### src/rtl/fetch_ctrl.sv
// Instruction-fetch sequencer: one word-fetch in flight at a time, pushes results into the
// instruction queue and redirects on ROB/CDB refresh, squashing any fetch already issued.
module fetch_ctrl #(
  parameter int unsigned           ADDR_WIDTH = 32,
  parameter int unsigned           INST_WIDTH = 32,
  parameter logic [ADDR_WIDTH-1:0] RESET_PC   = '0
) (
  input  logic                  clk_in,
  input  logic                  rst_in,
  input  logic                  rdy_in,
  input  logic                  refresh_rob_cdb_in,
  input  logic [ADDR_WIDTH-1:0] pc_rob_cdb_in,
  input  logic                  iq_full_iq_in,
  output logic [INST_WIDTH-1:0] inst_iq_out,
  output logic [ADDR_WIDTH-1:0] pc_iq_out,
  output logic                  rdy_inst_iq_out,
  output logic                  req_mem_out,
  output logic [ADDR_WIDTH-1:0] addr_mem_out,
  input  logic [INST_WIDTH-1:0] inst_mem_in,
  input  logic                  done_mem_in
);

  typedef enum logic {StIdle, StWait} state_e;

  state_e                state_q, state_d;
  logic [ADDR_WIDTH-1:0] pc_q, pc_d;
  logic                  squash_q, squash_d;
  logic                  req_q, req_d;
  logic [ADDR_WIDTH-1:0] addr_q, addr_d;
  logic                  push_q, push_d;
  logic [INST_WIDTH-1:0] inst_q, inst_d;
  logic [ADDR_WIDTH-1:0] pc_out_q, pc_out_d;

  always_comb begin
    state_d  = state_q;
    pc_d     = pc_q;
    squash_d = squash_q;
    req_d    = req_q;
    addr_d   = addr_q;
    push_d   = 1'b0;
    inst_d   = inst_q;
    pc_out_d = pc_out_q;
    case (state_q)
      StIdle: begin
        if (refresh_rob_cdb_in) begin
          pc_d = pc_rob_cdb_in;
        end else if (!iq_full_iq_in) begin
          req_d   = 1'b1;
          addr_d  = pc_q;
          state_d = StWait;
        end
      end
      StWait: begin
        if (done_mem_in) begin
          req_d    = 1'b0;
          squash_d = 1'b0;
          state_d  = StIdle;
          if (refresh_rob_cdb_in) begin
            pc_d = pc_rob_cdb_in;
          end else if (!squash_q) begin
            push_d   = 1'b1;
            inst_d   = inst_mem_in;
            pc_out_d = addr_q;
            pc_d     = pc_q + ADDR_WIDTH'(4);
          end
        end else if (refresh_rob_cdb_in) begin
          // Memory transaction cannot be cancelled; remember to drop its word.
          pc_d     = pc_rob_cdb_in;
          squash_d = 1'b1;
        end
      end
      default: state_d = StIdle;
    endcase
  end

  always_ff @(posedge clk_in) begin
    if (rst_in) begin
      state_q  <= StIdle;
      pc_q     <= RESET_PC;
      squash_q <= 1'b0;
      req_q    <= 1'b0;
      addr_q   <= '0;
      push_q   <= 1'b0;
      inst_q   <= '0;
      pc_out_q <= '0;
    end else if (rdy_in) begin
      state_q  <= state_d;
      pc_q     <= pc_d;
      squash_q <= squash_d;
      req_q    <= req_d;
      addr_q   <= addr_d;
      push_q   <= push_d;
      inst_q   <= inst_d;
      pc_out_q <= pc_out_d;
    end
  end

  assign inst_iq_out     = inst_q;
  assign pc_iq_out       = pc_out_q;
  assign rdy_inst_iq_out = push_q;
  assign req_mem_out     = req_q;
  assign addr_mem_out    = addr_q;

endmodule

### config.mk
export PLATFORM = sky130hd
export DESIGN_NAME = fetch_ctrl
export DESIGN_NICKNAME = d
export VERILOG_FILES = /design/src/rtl/fetch_ctrl.sv
export SDC_FILE = /design/constraint.sdc
export NUM_CORES = 1
export LEC_CHECK = 0
export ABC_AREA = 1
export BUFFER_PORTS_ARGS = -buffer_cell sky130_fd_sc_hd__buf_2
export CORE_MARGIN = 2
export CORE_UTILIZATION = 35
export CTS_CLUSTER_DIAMETER = 50
export DETAILED_ROUTE_END_ITERATION = 10
export PLACE_DENSITY = 0.64
export RECOVER_POWER = 25
export SYNTH_ARGS = -nofsm -noshare
export SYNTH_HDL_FRONTEND = slang
export SYNTH_SLANG_ARGS = --single-unit
### constraint.sdc
create_clock -name clk_in -period 2.2 [get_ports clk_in]
set_input_delay 0.22 -clock clk_in [delete_from_list [all_inputs] [get_ports clk_in]]
set_output_delay 0.22 -clock clk_in [all_outputs]
set_load 0.05 [all_outputs]
==> impl_results.md <==
- Crit path arrival time: 2230 ps
- Critical Path Max Stage Delay: roughly 400 ps
- Reg area: roughly 2600 sq um
- Crit path top cell by count: nand2_1
- Slew margin rel.: 0.372
- Multi-input gate area: approximately 2700 sq um
- Setup tns final: 0 ps
- Die height: 135 microns
- CTS tree: done
- Max Freq: around 0.52 GHz
- Std cell rows: 47
- Synth cell count leaders: 138 x nand2_1, 132 x dfxtp_1, 130 x a21oi_1, 115 x o21ai_0, 107 x inv_1
- Post-Layout Cell Count: 1242
- Fill cell count: between 1500 and 2000
- Synth area leader: dfxtp_1
- Vias per cell: slightly below 5
- Area share of the largest cell type after synthesis: 0.442
- Synth Instances: 859
- Port bufs: between 150 and 200
- Worst Setup End Kind: flop
- Unique masters post-synth: 39
- Cell with the most instances after synthesis: nand2_1
- Routed Antenna Nets: 0
- Die X: roughly 130 microns
- Vias in the first global route: about 5500
- First drt pass iteration count: 5
- Syn. warnings: 0
- Post-Route WL: 17.5 mm
- Static Leak: ~3.1 nW
- Syn Area/Cell: 6.96 sq um
- GPL Wtd Cong: about 0.93
- Gr ovfl total: 0
- Clk sink count: 132
- Crit path launch type: flop
- PD cells: just over 800 nW/um^2
- Layout cells sized above 1: 0.168
- Max_cap viols: 0
- Die area: 18100 sq um
- Slew Limit Fails: 0
- Clock Tree Buf Depth: 2
- Syn Std Cell Area: 5970 sq um
- # resized after CTS: 0
- Skew final: 7.29 ps
- Period utilization: 0.872
- Slew @ Worst Pin: approximately 940 ps
- Crit path kind: flop to flop
- CTS Hold Bufs: 0
- Area Growth Syn to Fin: 26.9%
- Post-synth EDFFs: 0
- Seq cells post-synth: roughly 130
- Syn nets: 930
- Residual DRC count: 0
- Nets: 1080
- Diode count: 0
- Largest net degree at the start of global routing: 54
- Boundary pin count: 168
- Delay-heaviest family, CP: simple AND/OR/NAND/NOR gates
- Post-CTS Setup Repair Bufs: 0
- Core area: roughly 17000 sq um
- Hold WC Path Type: input port to flop
- Num CTS Buffers: 17
- Async set-reset flop share out of synthesis: 0
- Outcome: completed
- First-pass GRT wire length: ~28 mm
- Crit path cell chain: ha_1 > nand2_1 > nor2_1 > nand3_1 > nor2_4 > nand2_1 > o22ai_1 > nand2_1 > nand2_1 > nor2_1
- Final setup fails: 0
- Top FF cell, synth: dfxtp_1
- Final hold violations: 0
- Via Count: 5985
- Synth area leaders: dfxtp_1 44%, a21oi_1 11%, o21ai_0 9.6%
- Initial Util: 0.359
- Clk root buf: clkbuf_16
- # placed instances: about 1200
- Crit path max fanout: 8
- Register area share after synthesis: 0.442
- Drt first-iter violations: 357
- GRT Overall Usage: 0.194
- Initial antenna violation count: 0
- CP Data Required Time: about 2500 ps
- Post-DP HPWL: roughly 13 mm
- Minimum clock period: approximately 1900 ps
- Worst skew pair latency: about 420 ps
- Slowest CP cell: dfxtp_1
- RSZ-0062 raised after global routing: no
- Buf/Inv on CP: 0
- Clock slew seen by the registers of the worst setup and hold paths: about 60 ps
- Max rail drop VDD: approximately 0.00053 V
- Drt wl/cell: around 14 microns
- H-tree lvl count: 4
[stage by stage]
stage               total power, mW  hold slack (ps)  cell area [sq um]  utilization  setup slack (ps)
global placement               3.21              427               7020        0.422               344
CTS                            6.29             39.7               7670        0.461               305
global route                   6.46             53.8               7580        0.455               140
floorplan                      3.00              355               5970            -               710
detailed placement             3.22              430               7020        0.422               343
finish                         6.23             43.3               7580        0.455               282
[worst paths after layout]
path,start,to,slack [ps],cells past startpoint
setup reg to reg,pc_q[3],pc_q[26],280,10
hold / removal,pc_rob_cdb_in[0],pc_q[0],40,3
hold reg to reg,inst_iq_out[3],inst_iq_out[3],440,2
setup / recovery,pc_q[3],pc_q[26],280,10
[worst min-delay path: stages]
cell	delay, ps
buf_2	80
nor2_1	30
nor2_1	90
[cell families (layout without fill, tap and decap cells)]
| family | count (synthesis) | count (layout) | share of synthesized area |
|---|---|---|---|
| AOI/OAI and AO/OA | 269 | 269 | 0.234 |
| xor gates and xnor gates | 3 | 3 | 0.00440 |
| adders and majority gates | 1 | 1 | 0.00209 |
| buffers and inverters | 161 | 324 | 0.108 |
| DFF | 132 | 132 | 0.442 |
| and+or+nand+nor | 293 | 293 | 0.209 |
[flip-flops by register name, summed over array words and instances (netlist names)]
| register | flops |
|---|---|
| state_q | 1 |
| squash_q | 1 |
| pc_q | 32 |
| rdy_inst_iq_out | 1 |
| req_mem_out | 1 |
| inst_iq_out | 32 |
| pc_iq_out | 32 |
| addr_mem_out | 32 |
[power breakdown]
| part | switching [mW] | internal (mW) | leakage (nW) |
|---|---|---|---|
| Sequential | 0.0775 | 2.47 | 1.07 |
| Combinational | 0.430 | 0.181 | 1.69 |
| Clock | 1.07 | 1.99 | 0.306 |
[cells in the final DEF (no fill, tap or decap), types with 4 or more instances in the layout]
cell type	instances
nand2_1	138
buf_2	113
a21oi_1	130
nand4_1	10
inv_1	107
dfxtp_1	132
clkbuf_1	56
nor3_1	5
nor2_1	95
o211ai_1	4
nand3_1	33
o21ai_0	115
buf_4	10
bufinv_16	4
clkbuf_16	17
o21ai_1	10
[area by class of cell]
class / instances / area share
multi-input cells: 566 / 0.355
well taps: 220 / 0.0363
flip-flops and latches: 132 / 0.349
inverters: 110 / 0.0545
clock inverters: 11 / 0.0229
clock buffers: 21 / 0.0621
repair buffers: 182 / 0.120
[layer usage]
| layer | global-route usage | share of wire | wire length, microns | vias to the layer above |
|---|---|---|---|---|
| li1 | - | - | - | 3100 |
| met3 | 0.0552 | 0.078 | 1370 | 26 |
| met2 | 0.303 | 0.44 | 7650 | 200 |
| met4 | 0.0725 | 0.018 | 323 | 0 |
| met5 | 0 | 0 | 0 | - |
| met1 | 0.254 | 0.47 | 8190 | 2659 |
Power figures use the tool's default switching activity.
